**src/rtl/led_display_pkg.sv**
```systemverilog
// Types and one-hot helpers shared by the 7-segment bus driver and its capture block.
package led_display_pkg;

  typedef logic [7:0] seg_t;

  // Widest select bus the helpers accept; narrower buses are zero-extended by the caller.
  localparam int MAX_DIGITS = 32;

  function automatic logic is_onehot(input logic [MAX_DIGITS-1:0] v);
    return (v != '0) && ((v & (v - MAX_DIGITS'(1))) == '0);
  endfunction

  function automatic int unsigned onehot_to_idx(input logic [MAX_DIGITS-1:0] v);
    int unsigned idx;
    idx = 0;
    for (int i = 0; i < MAX_DIGITS; i++) begin
      if (v[i]) idx = i;
    end
    return idx;
  endfunction

endpackage

```
**src/rtl/led_capture_filter.sv**
```systemverilog
// Samples the asynchronous seg/sel bus, normalises it to active-high and emits one
// commit for every word that stays unchanged long enough with a one-hot select.
module led_capture_filter
  import led_display_pkg::*;
#(
  parameter int   NUM           = 8,
  parameter logic VALID_SIGNAL  = 1'b0,
  parameter int   STABLE_CYCLES = 16,
  parameter int   IDX_W         = 3
) (
  input  logic             i_clk,
  input  logic             i_rstn,
  input  logic [7:0]       i_seg,
  input  logic [NUM-1:0]   i_sel,
  output logic             o_commit,
  output logic [IDX_W-1:0] o_commit_idx,
  output seg_t             o_commit_seg
);

  localparam int            CW         = $clog2(STABLE_CYCLES + 1);
  localparam logic [CW-1:0] STABLE_MAX = CW'(STABLE_CYCLES);
  localparam logic [CW-1:0] STABLE_PRE = CW'(STABLE_CYCLES - 1);
  localparam logic          INV        = (VALID_SIGNAL == 1'b0);

  logic [7:0]     r_seg_s1, r_seg_s2;
  logic [NUM-1:0] r_sel_s1, r_sel_s2;
  logic [NUM+7:0] r_word_prev;
  logic [CW-1:0]  r_stab_cnt;

  logic [7:0]            w_seg_n;
  logic [NUM-1:0]        w_sel_n;
  logic [NUM+7:0]        w_word;
  logic [MAX_DIGITS-1:0] w_sel_ext;
  logic                  w_same;
  logic                  w_reach;

  assign w_seg_n   = r_seg_s2 ^ {8{INV}};
  assign w_sel_n   = r_sel_s2 ^ {NUM{INV}};
  assign w_word    = {w_sel_n, w_seg_n};
  assign w_sel_ext = MAX_DIGITS'(w_sel_n);
  assign w_same    = (w_word == r_word_prev);
  // The counter holds the length of the current run of identical samples; it reaches
  // STABLE_CYCLES once, on the STABLE_CYCLES-th sample, and then saturates.
  assign w_reach   = w_same && (r_stab_cnt == STABLE_PRE);

  always_ff @(posedge i_clk or negedge i_rstn) begin
    if (!i_rstn) begin
      r_seg_s1     <= '0;
      r_seg_s2     <= '0;
      r_sel_s1     <= '0;
      r_sel_s2     <= '0;
      r_word_prev  <= '0;
      r_stab_cnt   <= '0;
      o_commit     <= 1'b0;
      o_commit_idx <= '0;
      o_commit_seg <= '0;
    end else begin
      r_seg_s1    <= i_seg;
      r_seg_s2    <= r_seg_s1;
      r_sel_s1    <= i_sel;
      r_sel_s2    <= r_sel_s1;
      r_word_prev <= w_word;
      if (!w_same) begin
        r_stab_cnt <= CW'(1);
      end else if (r_stab_cnt != STABLE_MAX) begin
        r_stab_cnt <= r_stab_cnt + CW'(1);
      end
      o_commit     <= w_reach && is_onehot(w_sel_ext);
      o_commit_idx <= IDX_W'(onehot_to_idx(w_sel_ext));
      o_commit_seg <= w_seg_n;
    end
  end

endmodule

```
**src/rtl/led_display_capture.sv**
```systemverilog
// Rebuilds per-digit segment values from a multiplexed 7-seg bus, with per-digit
// refresh timeout, change pulse and frame-complete pulse.
module led_display_capture
  import led_display_pkg::*;
#(
  parameter int   NUM            = 8,
  parameter logic VALID_SIGNAL   = 1'b0,
  parameter int   STABLE_CYCLES  = 16,
  parameter int   TIMEOUT_CYCLES = 2_000_000
) (
  input  logic               external_clk,
  input  logic               external_rstn,
  input  logic [7:0]         led_display_seg,
  input  logic [NUM-1:0]     led_display_sel,
  output seg_t [NUM-1:0]     led_out,
  output logic [NUM-1:0]     digit_valid,
  output logic               led_update,
  output logic               frame_done
);

  localparam int            IDX_W   = (NUM > 1) ? $clog2(NUM) : 1;
  localparam int            AW      = $clog2(TIMEOUT_CYCLES + 1);
  localparam logic [AW-1:0] AGE_MAX = AW'(TIMEOUT_CYCLES);
  localparam logic [AW-1:0] AGE_PRE = AW'(TIMEOUT_CYCLES - 1);

  logic             w_commit;
  logic [IDX_W-1:0] w_commit_idx;
  seg_t             w_commit_seg;

  seg_t [NUM-1:0]   r_led;
  logic [NUM-1:0]   r_valid;
  logic [NUM-1:0]   r_seen;
  logic             r_update;
  logic             r_frame_done;

  seg_t [NUM-1:0]   w_led_next;
  logic [NUM-1:0]   w_valid_next;
  logic [NUM-1:0]   w_commit_oh;
  logic [NUM-1:0]   w_seen_next;

  led_capture_filter #(
    .NUM          (NUM),
    .VALID_SIGNAL (VALID_SIGNAL),
    .STABLE_CYCLES(STABLE_CYCLES),
    .IDX_W        (IDX_W)
  ) u_filter (
    .i_clk        (external_clk),
    .i_rstn       (external_rstn),
    .i_seg        (led_display_seg),
    .i_sel        (led_display_sel),
    .o_commit     (w_commit),
    .o_commit_idx (w_commit_idx),
    .o_commit_seg (w_commit_seg)
  );

  for (genvar gi = 0; gi < NUM; gi++) begin : g_digit
    logic [AW-1:0] r_age;
    logic          w_hit;
    logic          w_timeout;

    assign w_hit           = w_commit && (w_commit_idx == IDX_W'(gi));
    assign w_timeout       = (r_age == AGE_PRE);
    assign w_commit_oh[gi] = w_hit;
    // A commit landing on the timeout cycle keeps the digit alive.
    assign w_led_next[gi]   = w_hit ? w_commit_seg : (w_timeout ? 8'h00 : r_led[gi]);
    assign w_valid_next[gi] = w_hit | (r_valid[gi] & ~w_timeout);

    always_ff @(posedge external_clk or negedge external_rstn) begin
      if (!external_rstn) begin
        r_age <= '0;
      end else if (w_hit) begin
        r_age <= '0;
      end else if (r_age != AGE_MAX) begin
        r_age <= r_age + AW'(1);
      end
    end
  end

  assign w_seen_next = r_seen | w_commit_oh;

  always_ff @(posedge external_clk or negedge external_rstn) begin
    if (!external_rstn) begin
      r_led        <= '0;
      r_valid      <= '0;
      r_seen       <= '0;
      r_update     <= 1'b0;
      r_frame_done <= 1'b0;
    end else begin
      r_led    <= w_led_next;
      r_valid  <= w_valid_next;
      r_update <= (w_led_next != r_led) || (w_valid_next != r_valid);
      if (&w_seen_next) begin
        r_seen       <= '0;
        r_frame_done <= 1'b1;
      end else begin
        r_seen       <= w_seen_next;
        r_frame_done <= 1'b0;
      end
    end
  end

  assign led_out     = r_led;
  assign digit_valid = r_valid;
  assign led_update  = r_update;
  assign frame_done  = r_frame_done;

endmodule
```
**config.mk**
```make
export PLATFORM = sky130hd
export DESIGN_NAME = led_display_capture
export DESIGN_NICKNAME = d
export VERILOG_FILES = /design/src/rtl/led_display_pkg.sv /design/src/rtl/led_capture_filter.sv /design/src/rtl/led_display_capture.sv
export SDC_FILE = /design/constraint.sdc
export NUM_CORES = 1
export LEC_CHECK = 0
export CAP_MARGIN = 20
export CORE_MARGIN = 5
export CORE_UTILIZATION = 25
export CTS_CLUSTER_DIAMETER = 100
export DETAILED_ROUTE_END_ITERATION = 8
export GPL_TIMING_DRIVEN = 0
export PLACE_DENSITY = 0.47
export SETUP_SLACK_MARGIN = 0.02
export SYNTH_ARGS = -nofsm -noshare
export SYNTH_HDL_FRONTEND = slang
export SYNTH_SLANG_ARGS = --single-unit
```
**constraint.sdc**
```tcl
create_clock -name external_clk -period 4.4 [get_ports external_clk]
set_input_delay 1.1 -clock external_clk [delete_from_list [all_inputs] [get_ports external_clk]]
set_output_delay 1.1 -clock external_clk [all_outputs]
set_load 0.01 [all_outputs]
```
==> qor.csv, run 1 <==
metric;value;unit
drv_slew;0;
synth_top_area_cell;dfrtp_1;
track_usage;13.0;%
cts_root_buf;clkbuf_16;
vdd_drop_max;0.218;mV
start_util;25.1;%
regArea;0.00768;mm²
cp_max_fo;10;
wire_per_inst;17.1;µm
internal_power;4.75;mW
syn_nets;1553;
synth_flop_cell;dfrtp_1;
switching_share;22.1;%
maxSlewHeadroom;37.2;%
hold_end;u_filter.r_seg_s2[7];
die_area;0.0639;mm²
synth_cell_type_count;77;
yosysTopAreaCellShare;52.1;%
synthTopCellsByArea;dfrtp_1, nor2_1, xor2_1;
netlist_top_cells_count;dfrtp_1, nor2_1, nand2_1;
die-width;253;µm
num-fill-cells;6099;
r2r_cells;9;
postRouteWirelength;41.9;mm
layout-area-overhead-vs-synth;21.5;%
hold_start;u_filter.r_seg_s1[7];
clk_path_buf_depth;3;
cts_resized;0;
cts_hold_buf;0;
cts_tree;built;
cts.htree.levels;2;
synth.most_common_cell;dfrtp_1;
die_y;253;µm
multiInputGateArea;0.00649;mm²
syn_inst;1516;
finalPower;6.10;mW
cap_violations;0;
clk_pin_slew_worst_paths;60;ps
fmax;320;MHz
postCtsSetupRepairBufs;0;
netlist_area;0.0147;mm²
worst_setup_path_start_kind;register;
critical_path_class;register to register;
rr_startpoint;u_filter.o_commit_seg[6];
grt-ovfl-total;0;
crit_cells;9;
cts-buffers-inserted;37;
reg2reg_to;led_update;
ys_ff_latch;307;
hold_class;register to register;
ys_seq_area_share;52.1;%
combPwrFrac;2.9;%
syn_avg_cell_area;9.73;µm²
cp_top_family;buffers and inverters;
critical_path_buf_inv_count;3;
reg2reg_slack;1280;ps
rows;89;
num_antenna_cells;0;
worstMarginPinSlew;934;ps
status;complete, no violations;
grt_pass1_vias;11600;
power_switching;1.35;mW
pwr-share-clk;50.1;%
async_flop_share;100;%
rsz0062_at_grt;no;
grt_first_pass_wirelength;66.5;mm
portBuffers;91;
p_leak;7.58;nW
clock_sinks;307;
layout_min_cycle_time;3120;ps
setup_violations;0;
fin_crit_sh;71.0;%
grt_max_degree;121;
synth_enable_flop_cells;0;
drive_gt1_share;5.85;%
skew;21.3;ps
hold_viol_final;0;
ant_nets;0;
pwr-share-seq;47.0;%
drt_iter0_drc;889;
yosysWarnings;0;
cpPeakStageDelay;670;ps
drt-vias-per-instance;4.76;
holdPathStages;0;
worstPathCellList;inv_1, buf_2, clkbuf_1, o22ai_1, o21a_1, nor3_1, o311ai_0, a311oi_1, nand4_1;
place_area;0.0167;mm²
fin_ws;1280;ps
cp.arrival;3470;ps
ioPinCount;92;
p_per_area;340;mW/mm²
fin_nets;1685;
place_ws;1320;ps
vias;11700;
design.core.area;0.0587;mm²
antenna_found_initial;0;
clock_latency;560;ps
routabilityCongestion;0.887;
cp.required;4750;ps
dp_hpwl;30.0;mm
route.detailed.drc;0;
dr.pass1.iters;6;
crit_slowest_cell;clkbuf_1;
fin_area;0.0179;mm²
cp-end-kind;register;
==> placed cells by master, fill, tap and decap left out, types with 5 or more instances in the layout <==
cell             count
a31oi_1             10
ha_1                19
a22o_1               5
nand2_1            136
mux2i_1             10
and3_1              50
and2_1               5
nor4bb_1             9
xor2_1              87
buf_2               17
nand2b_1             8
and4_1               6
nor2b_1              8
nor2_1             216
o21ai_0             34
nand4b_1             8
o22ai_1             73
dfrtp_1            307
a222oi_1             6
clkbuf_16           37
nand3_1             87
xnor2_1             75
nor3_1              38
clkdlybuf4s50_1     90
nand4_1             22
or3_1               15
a21oi_1             26
nor4_1              23
nor4b_1             11
a22oi_1             10
clkbuf_8             6
inv_1               71
clkbuf_1            51
==> registers in the layout, indices dropped and copies added (netlist names) <==
signal / flops
digit_valid: 8
u_filter.o_commit_seg: 7
u_filter.r_seg_s2: 8
u_filter.r_sel_s1: 8
g_digit.r_age: 168
u_filter.r_sel_s2: 8
u_filter.r_seg_s1: 8
u_filter.r_word_prev: 9
u_filter.r_stab_cnt: 5
u_filter.o_commit_idx: 3
r_seen: 8
u_filter.o_commit: 1
led_out: 64
frame_done: 1
led_update: 1
==> area by class of cell <==
type	count	area share, %
buffer	66	1.61
clock buffer	54	5.86
timing repair buffer	93	5.42
multi-input combinational	1068	36.3
sequential	307	42.9
tap	773	5.40
clock inverter	13	0.985
inverter	75	1.57
==> worst reg2reg max path, cell delays in order (launching register included) <==
cell      delay, ps
dfrtp_1         480
inv_1           260
buf_2           330
clkbuf_1        670
o22ai_1         140
o21a_1          210
nor3_1          160
o311ai_0        200
a311oi_1        250
nand4_1         210
==> kinds of logic (layout without fill, tap and decap cells) <==
group                      count (synthesis)  after routing  synth area share [%]
AOI/OAI and AO/OA                        201            201                  8.95
xor gates and xnor gates                 162            162                  9.62
adders and majority gates                 20             20                  1.68
buffers and inverters                    141            301                  3.87
DFF                                      307            307                  52.1
muxes                                     11             11                 0.755
and+or+nand+nor                          674            674                  23.0
==> worst max-delay path by stage <==
stage	startpoint	end	slack [ps]
after detailed placement	u_filter.o_commit_seg[6]	led_update	1320
final	u_filter.o_commit_seg[6]	led_update	1280
after global placement	external_rstn	u_filter.r_seg_s1[0]	-11560
after global routing	u_filter.o_commit_seg[6]	led_update	1030
after CTS	u_filter.o_commit_seg[6]	led_update	1290
after floorplan	g_digit[0].r_age[0]	led_update	2350
==> layer usage <==
layer / global-route usage (%) / part of all wire (%) / vias up
li1: - / - / 5548
met5: 0 / 0 / -
met1: 18.0 / 46 / 5717
met2: 19.6 / 44 / 313
met4: 4.50 / 3.0 / 0
met3: 3.47 / 7.3 / 73
==> power groups by stage <==
stage	Sequential (mW)	Combinational (mW)	Clock [mW]
final	2.87	0.178	3.05
after global routing	2.87	0.200	3.30
after CTS	2.87	0.183	3.17
after detailed placement	2.92	0.183	0
after global placement	2.92	0.175	0
after floorplan	2.91	0.0676	0
==> metrics by stage <==
stage	TNS [ps]	util (%)	cells	hold slack, ps
final	0	30.5	2449	344
after global routing	0	30.5	2449	350
after CTS	0	30.5	2449	346
after detailed placement	0	28.4	2382	335
after global placement	-3537320	28.3	2380	337
after floorplan	0	-	1516	331
Power figures use the tool's default switching activity.
==> run 2: changes to the inputs <==
--- a/config.mk
+++ b/config.mk
@@ -11,7 +11,7 @@
 export CTS_CLUSTER_DIAMETER = 100
 export DETAILED_ROUTE_END_ITERATION = 8
 export GPL_TIMING_DRIVEN = 0
-export PLACE_DENSITY = 0.47
+export PLACE_DENSITY = 0.49
 export SETUP_SLACK_MARGIN = 0.02
 export SYNTH_ARGS = -nofsm -noshare
 export SYNTH_HDL_FRONTEND = slang
==> constraint.sdc (replaced) <==
create_clock -name external_clk -period 2.8 [get_ports external_clk]
set_input_delay 0.7 -clock external_clk [delete_from_list [all_inputs] [get_ports external_clk]]
set_output_delay 0.7 -clock external_clk [all_outputs]
set_load 0.01 [all_outputs]
==> run 2 against run 1 <==
- setup slack lost 1200 ps
- clock skew down 9.2 ps
- global-route usage shrank 0.16 points
- die area stayed put
- clock power rose by 46%
- total power grew 52%
- count of clock-buffer cells in the layout shrank 3
- hold slack got worse by 140 ps
- utilization about the same
- design area barely moved
- largest cell class unchanged
- largest power group is now registers
==> qor.csv, run 2 (synthesis results as in run 1) <==
metric;value;unit;change
route.detailed.drc;0;;unchanged
status;complete, no violations;;
grt_max_degree;115;;-5.0%
final_core_utilization;30.5;%;about the same
postRouteWirelength;41.9;mm;about the same
ant_nets;0;;unchanged
rows;89;;unchanged
worstMarginPinSlew;923;ps;-10.5 ps
dr.pass1.iters;7;;+1
layout-area-overhead-vs-synth;21.5;%;about the same
cts_hold_buf;0;;unchanged
num_antenna_cells;0;;unchanged
clk_path_buf_depth;3;;unchanged
vdd_drop_max;0.343;mV;+57%
drv_slew;0;;unchanged
worstPathCellList;clkbuf_2, inv_1, buf_2, a222oi_1, o22ai_1, nor3_1, o311ai_0, a311oi_1, nand4_1;;
reg2reg_slack;100;ps;-1180 ps
die_y;253;µm;unchanged
final_common_cell;dfrtp_1;;
r2r_cells;9;;unchanged
critical_path_class;register to register;;
cts.htree.levels;2;;unchanged
clock_sinks;307;;unchanged
reg2reg_to;led_update;;
worst_setup_path_start_kind;register;;
setup_violations;0;;unchanged
fin_crit_sh;96.5;%;+26 points
hold_class;input port to async pin;;
drive_gt1_share;6.83;%;+0.98 points
dp_hpwl;30.0;mm;-0.16%
cts-buffers-inserted;35;;-5.4%
clk_pin_slew_worst_paths;60;ps;about the same
die-width;253;µm;unchanged
p_per_area;516;mW/mm²;+52%
grt-ovfl-total;0;;unchanged
cts_root_buf;clkbuf_16;;
start_util;25.1;%;unchanged
fin_cells;2443;;-0.24%
cp.required;3140;ps;-1610 ps
hold_viol_final;0;;unchanged
cp-end-kind;register;;
largest_reg_flops;168;;unchanged
regArea;0.00768;mm²;about the same
clock_latency;540;ps;-20 ps
design.core.area;0.0587;mm²;unchanged
top_register;g_digit.r_age;;
rr_startpoint;u_filter.o_commit_seg[3];;
multiInputGateArea;0.00654;mm²;+0.71%
num-fill-cells;6109;;+0.16%
die_area;0.0639;mm²;unchanged
track_usage;12.8;%;-0.16 points
skew;12.0;ps;-9.22 ps
cp_max_fo;10;;unchanged
cap_violations;0;;unchanged
drt-vias-per-instance;4.76;;about the same
drt_iter0_drc;934;;+5.1%
p_leak;7.62;nW;+0.60%
rsz0062_at_grt;no;;
place_inst;2383;;+0.042%
grt_pass1_vias;11600;;+0.42%
cp.arrival;3040;ps;-430 ps
portBuffers;91;;unchanged
layout_min_cycle_time;2700;ps;-421 ps
antenna_found_initial;0;;unchanged
cpPeakStageDelay;400;ps;-270 ps
cts_tree;built;;
maxSlewHeadroom;38.0;%;+0.74 points
crit_slowest_cell;a222oi_1;;
routabilityCongestion;0.885;;-0.27%
wire_per_inst;17.2;µm;+0.16%
ioPinCount;92;;unchanged
vias;11600;;-0.15%
finalPower;9.25;mW;+52%
fmax;370;MHz;+16%
layout_common_cells;dfrtp_1, nor2_1, nand2_1, clkdlybuf4s50_1;;
grt_first_pass_wirelength;65.5;mm;-1.6%
fin_nets;1686;;+0.059%
==> run 2: power by group <==
group	internal, mW	switching, mW	total [mW]
Sequential	4.48	0.0285	4.50
Combinational	0.0873	0.204	0.291
Clock	2.65	1.80	4.45
==> run 2: per-layer routing <==
metal / share of wire, % / track usage, % / wire [µm] / up-vias
met5: 0 / 0 / 0 / -
li1: - / - / - / 5549
met2: 43 / 19.4 / 17900 / 335
met3: 6.4 / 2.82 / 2670 / 86
met1: 47 / 17.8 / 19700 / 5664
met4: 4.0 / 5.35 / 1670 / 0
==> run 2: worst max-delay path: cells and delay by family, from the launching register on <==
kind | cells | cell delay [ps]
AO/OA/AOI/OAI | 4 | 1020
AND/OR/NAND/NOR | 2 | 390
flip-flops | 1 | 320
buffers and inverters | 3 | 760
==> run 2: worst max-delay path by stage <==
stage | to | startpoint | slack [ps]
6_report | led_update | u_filter.o_commit_seg[3] | 100
5_1_grt | led_update | u_filter.o_commit_seg[3] | 10
4_1_cts | led_update | u_filter.o_commit_seg[2] | 20
3_5_place_dp | led_update | u_filter.o_commit_seg[6] | -270
3_3_place_gp | g_digit[3].r_age[18] | external_rstn | -12530
2_1_floorplan | led_update | g_digit[0].r_age[0] | 750
==> run 2: stage by stage <==
step	area [µm²]	hold slack [ps]	setup slack, ps	setup TNS (ps)
2_1_floorplan	14700	331	753	0
3_3_place_gp	16600	334	-12530	-3837050
3_5_place_dp	16700	335	-269	-269
6_report	17900	205	98.5	0
5_1_grt	17900	244	14.9	0
4_1_cts	17800	212	22.7	0
==> run 2: what timing repair did <==
action,in CTS,in global routing
pin swaps,0,4
endpoints found under the setup margin,1,10
gates resized for setup,7,27
buffers inserted,0,4
==> run 2: final cells by class <==
cell class	instances	area share [%]
multi-input cells	1068	36.5
repair buffers	98	5.74
well taps	773	5.40
clock inverters	7	0.398
inverters	75	1.57
plain buffers	64	1.68
clock buffers	51	5.78
flip-flops and latches	307	42.9
